File: config.mk
export PLATFORM = sky130hd
export DESIGN_NAME = prog_pla_pipe
export DESIGN_NICKNAME = d
export VERILOG_FILES = /design/src/rtl/prog_pla_pipe.sv
export SDC_FILE = /design/constraint.sdc
export NUM_CORES = 1
export LEC_CHECK = 0
export CAP_MARGIN = 20
export CELL_PAD_IN_SITES_DETAIL_PLACEMENT = 2
export CELL_PAD_IN_SITES_GLOBAL_PLACEMENT = 2
export CORE_MARGIN = 3
export CORE_UTILIZATION = 30
export DETAILED_ROUTE_END_ITERATION = 12
export HOLD_SLACK_MARGIN = 0.03
export PLACE_DENSITY = 0.55
export SYNTH_ARGS = -nofsm -noshare
export SYNTH_HDL_FRONTEND = slang
export SYNTH_SLANG_ARGS = --single-unit
File: constraint.sdc
create_clock -name clk -period 2.4 [get_ports clk]
set_input_delay 0.48 -clock clk [delete_from_list [all_inputs] [get_ports clk]]
set_output_delay 0.48 -clock clk [all_outputs]
set_load 0.02 [all_outputs]
File: src/rtl/prog_pla_pipe.sv
// Field-programmable PLA with loadable AND/OR planes and a 2-stage valid/ready evaluation pipeline.
// Optional build macro PLA_POLARITY_EN adds a per-output polarity register (cfg_sel=2).
module prog_pla_pipe #(
   parameter  int N_IN   = 4,
   parameter  int N_TERM = 16,
   parameter  int N_OUT  = 4,
   localparam int AW     = $clog2(N_TERM),
   localparam int DW     = (2 * N_IN > N_TERM) ? 2 * N_IN : N_TERM
) (
   input  logic              clk,
   input  logic              rst_n,
   input  logic              cfg_we,
   input  logic [1:0]        cfg_sel,
   input  logic [AW-1:0]     cfg_addr,
   input  logic [DW-1:0]     cfg_wdata,
   input  logic              in_valid,
   output logic              in_ready,
   input  logic [N_IN-1:0]   in_data,
   output logic              out_valid,
   input  logic              out_ready,
   output logic [N_OUT-1:0]  out_data
);

   logic [2*N_IN-1:0] and_plane [N_TERM];
   logic [N_TERM-1:0] or_plane  [N_OUT];
   logic [N_OUT-1:0]  pol;

   logic              vld_p1, vld_p2;
   logic [N_TERM-1:0] term_p1;
   logic [N_OUT-1:0]  res_p2;

   logic              s1_adv, s2_adv;
   logic [N_TERM-1:0] term_now;
   logic [N_OUT-1:0]  sum_now;

   assign s2_adv    = !vld_p2 || out_ready;
   assign s1_adv    = !vld_p1 || s2_adv;
   assign in_ready  = s1_adv;
   assign out_valid = vld_p2;
   assign out_data  = res_p2;

   // Out-of-range addresses match no index in the loops, so such writes are dropped.
   always_ff @(posedge clk) begin
      if (!rst_n) begin
         for (int j = 0; j < N_TERM; j++) and_plane[j] <= '0;
         for (int k = 0; k < N_OUT; k++) or_plane[k] <= '0;
      end else if (cfg_we) begin
         case (cfg_sel)
            2'd0: begin
               for (int j = 0; j < N_TERM; j++)
                  if (int'(cfg_addr) == j) and_plane[j] <= cfg_wdata[2*N_IN-1:0];
            end
            2'd1: begin
               for (int k = 0; k < N_OUT; k++)
                  if (int'(cfg_addr) == k) or_plane[k] <= cfg_wdata[N_TERM-1:0];
            end
            default: ;
         endcase
      end
   end

`ifdef PLA_POLARITY_EN
   always_ff @(posedge clk) begin
      if (!rst_n)
         pol <= '0;
      else if (cfg_we && cfg_sel == 2'd2)
         pol <= cfg_wdata[N_OUT-1:0];
   end
`else
   assign pol = '0;
`endif

   // Both mask bits set for one input makes the term unsatisfiable; an empty mask is constant 1.
   always_comb begin
      term_now = '1;
      for (int j = 0; j < N_TERM; j++) begin
         for (int i = 0; i < N_IN; i++) begin
            if (and_plane[j][2*i] && !in_data[i])
               term_now[j] = 1'b0;
            if (and_plane[j][2*i+1] && in_data[i])
               term_now[j] = 1'b0;
         end
      end
   end

   always_comb begin
      sum_now = '0;
      for (int k = 0; k < N_OUT; k++)
         sum_now[k] = (|(or_plane[k] & term_p1)) ^ pol[k];
   end

   // Stage 1: AND plane -> term vector; stage 2: OR plane (+ polarity) -> result.
   always_ff @(posedge clk) begin
      if (!rst_n) begin
         vld_p1  <= 1'b0;
         vld_p2  <= 1'b0;
         term_p1 <= '0;
         res_p2  <= '0;
      end else begin
         if (s1_adv) begin
            vld_p1 <= in_valid;
            if (in_valid)
               term_p1 <= term_now;
         end
         if (s2_adv) begin
            vld_p2 <= vld_p1;
            if (vld_p1)
               res_p2 <= sum_now;
         end
      end
   end

endmodule
==> results of run 1 <==
[registers in the layout, summed over array words and instances, names as in the netlist]
name and flops:
and_plane 128, or_plane 64, out_data 4, out_valid 1, term_p1 16, vld_p1 1
[worst min-delay path by stage]
stage	to	slack (ns)	depth (start not counted)	startpoint
floorplan	out_valid	0.45	1	vld_p1
global placement	out_valid	0.48	1	vld_p1
detailed placement	out_valid	0.49	1	vld_p1
CTS	out_valid	0.50	1	vld_p1
global route	out_valid	0.52	1	vld_p1
finish	out_valid	0.49	1	vld_p1
[cells by family after synthesis]
kind of cell,after synthesis
and+or+nand+nor,272
AOI/OAI and AO/OA,64
DFF,214
muxes,64
buffers and inverters,37
[Yosys cell counts, types with 2 or more instances]
master	n
o21ai_0	9
nand3_1	2
clkbuf_1	19
inv_1	9
a41oi_1	4
and2_1	32
nor2b_1	4
edfxtp_1	192
a21boi_0	17
a22o_1	12
a221oi_1	12
nand4_1	2
mux2i_1	64
dfxtp_1	22
and3_1	4
nand2_1	83
nor2_2	3
nor2_1	115
nand2b_1	2
or3_1	15
buf_2	9
a22oi_1	8
[cell type report]
cell class	instances	area [um^2]	area share [%]
clock inverter	5	48.8	0.451
multi-input combinational	400	2390	22.1
timing repair buffer	103	983	9.09
tap	378	473	4.37
sequential	214	6210	57.4
inverter	9	33.8	0.312
clock buffer	38	684	6.33
[metal layers]
| layer | vias to the layer above | routed length, um |
|---|---|---|
| met5 | - | 0 |
| met4 | 0 | 576 |
| met3 | 40 | 1260 |
| met2 | 121 | 13500 |
| met1 | 2927 | 11800 |
| li1 | 2556 | - |
[worst max-delay path: stages]
cell and delay [ns]:
clkdlybuf4s50_1 0.47, nand3b_1 0.15, clkdlybuf4s50_1 0.64
[power groups by stage]
stage	Clock (mW)	Sequential [mW]	Combinational, mW
global placement	0	4.42	0.592
global route	3.70	4.38	0.646
detailed placement	0	4.44	0.605
floorplan	0	4.40	0.270
finish	3.47	4.36	0.591
CTS	3.56	4.36	0.608
==> impl_metrics.tcl, run 1 <==
set metrics [dict create \
    rows 61 \
    r2r_end "term_p1[6]" \
    core_um2 28200 \
    synth_fa_ha_area_share_pct 0 \
    track_usage_pct 17.5 \
    dr_total_vias 5644 \
    use_met1_pct 23.1 \
    first_global_vias 6167 \
    gp_congestion 0.813 \
    reg2reg_from "out_valid" \
    cts_tree "done" \
    end_kind "output port" \
    yosysSeqAreaShare_pct 71.0 \
    drtIter0Drc 387 \
    netlist.area_leader.share_pct 65.9 \
    worstPathArrival_ns 1.74 \
    grt.overflow.total 0 \
    synth_xor_area_share_pct 0 \
    num-nets-final 783 \
    powerDensity_nw_per_um2 778 \
    path_class "in2out" \
    num_antenna_cells 0 \
    syn2layout_area_growth_pct 23.7 \
    worst_ir_drop_vdd_mv 0.413 \
    port-buffer-count 36 \
    synth_top_family_by_area "simple AND/OR/NAND/NOR gates" \
    hold_class "reg2reg" \
    clock_sinks 214 \
    initial_core_util_pct 31.0 \
    avgViaCountPerCell 4.92 \
    cp-start-kind "input port" \
    die-height_um 177 \
    stdcell_count 1147 \
    antenna_found_initial 0 \
    avgSynthCellArea_um2 13.4 \
    switching_power_mw 1.86 \
    r2r_slack_ns 0.87 \
    wire_per_inst_um 23.7 \
    setup_viol 0 \
    root_buffer "clkbuf_16" \
    clkPwrFrac_pct 41.3 \
    drt_wl_total_um 27100 \
    grt_use_met2_pct 30.5 \
    report.final.slew_viol_count 0 \
    path_clk_slew_ns 0.06 \
    synth.area.mux_share_pct 7.32 \
    layout-drive-gt1-share_pct 13.9 \
    switching_share_pct 22.1 \
    post_cts_buffers 0 \
    synth_area_leader_cell "edfxtp_1" \
    netlist_area_um2 8750 \
    layout_commonest_cell "edfxtp_1" \
    synthFlopType "edfxtp_1" \
    fin_ws_ns 0.177 \
    rsz0062_at_grt "no" \
    synthArstFlopShare_pct 0 \
    leakagePower_nw 3.88 \
    yosysWarnings 0 \
    ys_ff_latch 214 \
    pwr-share-seq_pct 51.7 \
    postRouteAntennaNets 0 \
    synth_compound_area_share_pct 5.64 \
    clk_path_buf_depth 3 \
    worstRegToRegCells 5 \
    period_share_pct 92.6 \
    synth_fp_nets 682 \
    finalSetupTns_ns 0 \
    grt_pass1_wl_um 40000 \
    cts_buffers 24 \
    io_pins 37 \
    drc_errors 0 \
    cp_max_fo 3 \
    synth_area_leaders "edfxtp_1 (66%), mux2i_1 (7.3%), dfxtp_1 (5.0%)" \
    dieArea_um2 31200 \
    fin_total_pwr_mw 8.42 \
    tightest_slew_ns 0.468 \
    synth_cells 651 \
    p_int_mw 6.56 \
    ys_types 34 \
    post-route-min-period_ns 2.22 \
    met3_usage_pct 2.30 \
    worstSetupStartpoint "out_ready" \
    fin_area_um2 10800 \
    grt_busiest_layer "met2" \
    die_w_um 177 \
    final_cell_mix "edfxtp_1 (192), nor2_1 (115), nand2_1 (83), mux2i_1 (64), buf_4 (57)" \
    dpl_cell_area_um2 10100 \
    dr.pass1.iters 4 \
    yosys.area_share.simple_pct 14.4 \
    cts_hold_buf 0 \
    outcome "completed" \
    slew_headroom_pct 68.7 \
    dpl.cell_count 1104 \
    cap_violations 0 \
    finish.utilization_pct 38.3 \
    whs_ns 0.491 \
    grt_max_degree 33 \
    crit_end "in_ready" \
    required_ns 1.92 \
    cts_max_level 1 \
    clock_skew_ns 0.00937 \
    p_comb_share_pct 7.0 \
    cts_resized 0 \
    synth_edf_count 192 \
    pre_cts_ws_ns -0.0754 \
    hpwl_um 18400 \
    nFillCells 2887 \
    clk_latency_ns 0.51 \
    fmax_mhz 450 \
    hold_viol 0 \
]
No activity file was read; power rests on OpenSTA's default activity.
==> run 2: changes to the inputs <==
--- a/config.mk
+++ b/config.mk
@@ -13,6 +13,7 @@
 export DETAILED_ROUTE_END_ITERATION = 12
 export HOLD_SLACK_MARGIN = 0.03
 export PLACE_DENSITY = 0.55
+export SETUP_SLACK_MARGIN = 0.15
 export SYNTH_ARGS = -nofsm -noshare
 export SYNTH_HDL_FRONTEND = slang
 export SYNTH_SLANG_ARGS = --single-unit
==> run 2 against run 1 <==
Compared with the run above: worst setup slack better by 0.25 ns; via count is 0.87% higher; clock skew hardly changed; cell count stayed put; sequential power hardly changed; register-to-register slack better by 0.02 ns; final area hardly changed; sequential share of layout area hardly changed; critical path depth is 2 lower; global-route usage stayed put; non-clock buffer count stayed put; largest cell class unchanged.
==> impl_metrics.tcl, run 2 (synthesized netlist as in run 1, its figures left out) <==
set metrics [dict create \
    io_pins 37 \
    cp_max_fo 2 \
    reg2reg_from "out_valid" \
    path_class "reg2out" \
    root_buffer "clkbuf_16" \
    cap_violations 0 \
    core_um2 28200 \
    grt_pass1_wl_um 40000 \
    finish.utilization_pct 38.3 \
    path_clk_slew_ns 0.06 \
    nFillCells 2886 \
    dr.pass1.iters 5 \
    required_ns 1.92 \
    cts_max_level 1 \
    stdcell_count 1147 \
    pwr-share-seq_pct 51.7 \
    initial_core_util_pct 31.0 \
    clock_sinks 214 \
    track_usage_pct 17.5 \
    hold_class "reg2reg" \
    dpl.cell_count 1104 \
    grt.overflow.total 0 \
    grt_max_degree 33 \
    crit_path_top_delay_cell "clkdlybuf4s50_1" \
    first_global_vias 6167 \
    hpwl_um 18400 \
    layout_commonest_cell "edfxtp_1" \
    clk_path_buf_depth 3 \
    worst_ir_drop_vdd_mv 0.412 \
    clock_skew_ns 0.00918 \
    regMostFlops "and_plane" \
    postRouteAntennaNets 0 \
    rsz0062_at_grt "no" \
    cpPeakStageDelay_ns 0.62 \
    wire_per_inst_um 23.7 \
    layout-drive-gt1-share_pct 13.9 \
    grt_use_met2_pct 30.5 \
    fmax_mhz 507 \
    rows 61 \
    p_comb_share_pct 7.0 \
    p_int_mw 6.56 \
    post-route-min-period_ns 1.97 \
    dpl_cell_area_um2 10100 \
    worstPathArrival_ns 1.49 \
    dieArea_um2 31200 \
    syn2layout_area_growth_pct 23.7 \
    met3_usage_pct 2.30 \
    drt_wl_total_um 27100 \
    hp-start "vld_p1" \
    clkPwrFrac_pct 41.3 \
    report.final.slew_viol_count 0 \
    drtIter0Drc 385 \
    cts_tree "done" \
    outcome "completed" \
    path_cells "clkdlybuf4s50_1" \
    switching_power_mw 1.86 \
    antenna_found_initial 0 \
    use_met1_pct 23.1 \
    num_antenna_cells 0 \
    worst-path-buf-inv 1 \
    die-height_um 177 \
    drc_errors 0 \
    period_share_pct 82.1 \
    post_cts_buffers 0 \
    num-nets-final 783 \
    end_kind "output port" \
    slew_headroom_pct 68.5 \
    gp_congestion 0.813 \
    final_cell_mix "edfxtp_1 (192), nor2_1 (115), nand2_1 (83), mux2i_1 (64), buf_4 (57)" \
    fin_total_pwr_mw 8.42 \
    leakagePower_nw 3.88 \
    crit_family "buffers and inverters" \
    dr_total_vias 5693 \
    port-buffer-count 36 \
    setup_viol 0 \
    largest_register_ffs 128 \
    cts_buffers 24 \
    hold_viol 0 \
    fin_area_um2 10800 \
    cp-start-kind "flip-flop" \
    worstSetupStartpoint "out_data[1]" \
    grt_busiest_layer "met2" \
    r2r_slack_ns 0.89 \
    reg.largest.list "and_plane (128), or_plane (64), term_p1 (16)" \
    powerDensity_nw_per_um2 778 \
    die_w_um 177 \
    tightest_slew_ns 0.473 \
    switching_share_pct 22.1 \
    clk_latency_ns 0.51 \
    avgViaCountPerCell 4.96 \
]
==> run 2: final cells by class <==
class	instances	area [um^2]	area share (%)
sequential	214	6210	57.3
clock inverter	5	48.8	0.451
multi-input combinational	400	2390	22.1
tap	378	473	4.37
inverter	9	33.8	0.312
clock buffer	38	684	6.32
timing repair buffer	103	986	9.11
==> run 2: routing by layer <==
metal	vias to the layer above	part of all wire (%)
met3	35	4.4
li1	2560	-
met2	131	50
met1	2967	44
met4	0	1.9
met5	-	0
==> run 2: stage by stage <==
step	worst slack, ns	TNS (ns)	hold WS, ns
6_report	0.429	0	0.491
5_1_grt	0.328	0	0.518
4_1_cts	0.166	0	0.496
3_5_place_dp	-0.0754	-5.76	0.490
3_3_place_gp	-0.0328	-1.06	0.480
2_1_floorplan	0.234	0	0.455
==> run 2: worst paths after layout <==
| check | to | depth (start not counted) |
|---|---|---|
| setup / recovery | out_data[1] | 1 |
| hold / removal | out_valid | 1 |
| setup reg to reg | term_p1[6] | 5 |
| hold reg to reg | out_valid | 1 |
==> run 2: what timing repair did <==
item / 4_1_cts / 5_1_grt
hold buffers: 0 / 0
resized for setup: 0 / 1
setup endpoints to repair: 0 / 1
==> run 2: power groups by stage <==
stage | sequential (mW) | clock, mW | combinational, mW
finish | 4.36 | 3.48 | 0.593
CTS | 4.36 | 3.56 | 0.608
global placement | 4.42 | 0 | 0.592
floorplan | 4.40 | 0 | 0.270
detailed placement | 4.44 | 0 | 0.605
global route | 4.38 | 3.70 | 0.645
==> run 3: changes to the inputs <==
--- a/config.mk
+++ b/config.mk
@@ -12,7 +12,7 @@
 export CORE_UTILIZATION = 30
 export DETAILED_ROUTE_END_ITERATION = 12
 export HOLD_SLACK_MARGIN = 0.03
-export PLACE_DENSITY = 0.55
+export PLACE_DENSITY = 0.58
 export SETUP_SLACK_MARGIN = 0.15
 export SYNTH_ARGS = -nofsm -noshare
 export SYNTH_HDL_FRONTEND = slang
==> constraint.sdc (replaced) <==
create_clock -name clk -period 1.67 [get_ports clk]
set_input_delay 0.334 -clock clk [delete_from_list [all_inputs] [get_ports clk]]
set_output_delay 0.334 -clock clk [all_outputs]
set_load 0.02 [all_outputs]
==> run 3 against run 2 <==
Compared with the run above: power rose by 46%; clock skew decreased by 0.0037 ns; global-route usage shrank 0.23 points; worst setup slack lost 0.26 ns; core utilization is 1.9 points higher; clock-buffer cell count grew 1; die area unchanged; via count is 0.49% higher; combinational power up 60%; largest power group unchanged.
==> impl_metrics.tcl, run 3 (synthesized netlist as in run 1, its figures left out) <==
set metrics [dict create \
    outcome "completed" \
    layout_commonest_cell "edfxtp_1" \
    drtIter0Drc 388 \
    cap_violations 0 \
    finalSetupTns_ns 0 \
    regMostFlops "and_plane" \
    first_global_vias 6219 \
    nFillCells 2832 \
    fmax_mhz 667 \
    die-height_um 177 \
    syn2layout_area_growth_pct 29.7 \
    worst_ir_drop_vdd_mv 0.750 \
    cp-start-kind "input port" \
    path_class "in2reg" \
    hp-start "rst_n" \
    cp_max_fo 8 \
    wire_per_inst_um 23.1 \
    largest_register_ffs 128 \
    report.final.slew_viol_count 0 \
    dr.pass1.iters 4 \
    drt_wl_total_um 27000 \
    root_buffer "clkbuf_16" \
    leakagePower_nw 4.14 \
    cts_buffers 25 \
    gp_congestion 0.767 \
    cts_max_level 1 \
    final_cell_mix "edfxtp_1 (192), nor2_1 (114), buf_4 (66), nand2_1 (63), mux2i_1 (63)" \
    crit_end "or_plane[0][14]" \
    rows 61 \
    reg.largest.list "and_plane (128), or_plane (64), term_p1 (16)" \
    end_kind "flip-flop" \
    clk_latency_ns 0.52 \
    clock_sinks 214 \
    avgViaCountPerCell 4.89 \
    antenna_found_initial 0 \
    dieArea_um2 31200 \
    clk_path_buf_depth 3 \
    whs_ns 0.259 \
    dr_total_vias 5721 \
    drc_errors 0 \
    grt_max_degree 31 \
    rsz0062_at_grt "yes" \
    layout-drive-gt1-share_pct 22.0 \
    clock_skew_ns 0.00547 \
    powerDensity_nw_per_um2 1090 \
    io_pins 37 \
    cts_hold_buf 0 \
    hpwl_um 17800 \
    grt.overflow.total 0 \
    worstSetupStartpoint "cfg_addr[3]" \
    tightest_slew_ns 0.512 \
    initial_core_util_pct 31.0 \
    hold_viol 0 \
    worstRegToRegCells 4 \
    r2r_end "out_data[0]" \
    die_w_um 177 \
    slew_headroom_pct 65.8 \
    period_share_pct 89.8 \
    r2r_slack_ns 0.23 \
    grt_pass1_wl_um 39800 \
    hold_class "in2reg" \
    reg2reg_from "term_p1[6]" \
    required_ns 2.06 \
    num_antenna_cells 0 \
    num-nets-final 805 \
    core_um2 28200 \
    setup_viol 0 \
    path_clk_slew_ns 0.06 \
    post-route-min-period_ns 1.50 \
    port-buffer-count 36 \
    postRouteAntennaNets 0 \
    track_usage_pct 17.3 \
    cts_tree "done" \
    worstPathArrival_ns 1.89 \
]
[run 3: per-stage QoR]
| stage | setup slack [ns] | util [%] | std cells | total power, mW | instance area [um^2] |
|---|---|---|---|---|---|
| 2_1_floorplan | -0.0935 | - | 651 | 6.74 | 8900 |
| 3_3_place_gp | -0.570 | 36.7 | 1115 | 7.24 | 10400 |
| 3_5_place_dp | -0.596 | 36.7 | 1115 | 7.29 | 10400 |
| 4_1_cts | 0.135 | 39.7 | 1162 | 12.5 | 11200 |
| 5_1_grt | 0.142 | 40.2 | 1170 | 12.8 | 11300 |
| 6_report | 0.171 | 40.2 | 1170 | 12.3 | 11300 |
[run 3: what timing repair did]
action / CTS / global route
gates resized for setup: 31 / 24
endpoints found under the setup margin: 217 / 93
cloned: 0 / 2
setup buffers: 2 / 6
pin swaps: 7 / 7
[run 3: area by class of cell]
type	count	area, um^2	area share (%)
Clock buffer	39	698	6.15
Timing Repair Buffer	124	1280	11.3
Sequential cell	214	6210	54.7
Clock inverter	6	53.8	0.474
Tap cell	378	473	4.17
Multi-Input combinational cell	400	2590	22.9
Inverter	9	33.8	0.298
[run 3: worst min path at each step]
stage,endpoint,cells past startpoint
after floorplan,out_valid,1
after global placement,out_valid,1
after detailed placement,out_valid,1
after CTS,term_p1[8],2
after global routing,term_p1[8],2
final,term_p1[8],2
[run 3: routing by layer]
metal	part of all wire [%]	track usage [%]	vias to the layer above	wire length (um)
li1	-	-	2608	-
met1	44	22.9	2954	11800
met2	50	30.2	116	13600
met3	3.8	2.19	43	1040
met4	2.1	3.96	0	577
met5	0	0	-	0
[run 3: power breakdown]
| group | switching, mW | total, mW | internal, mW |
|---|---|---|---|
| Sequential | 0.115 | 6.26 | 6.14 |
| Combinational | 0.545 | 0.948 | 0.403 |
| Clock | 2.11 | 5.12 | 3.01 |
| Total | 2.77 | 12.3 | 9.55 |
[run 3: critical path: stages]
cell and delay, ns:
clkdlybuf4s15_1 0.19, or3b_4 0.46, nand4bb_4 0.35, nor3_4 0.34
and2_4 0.21
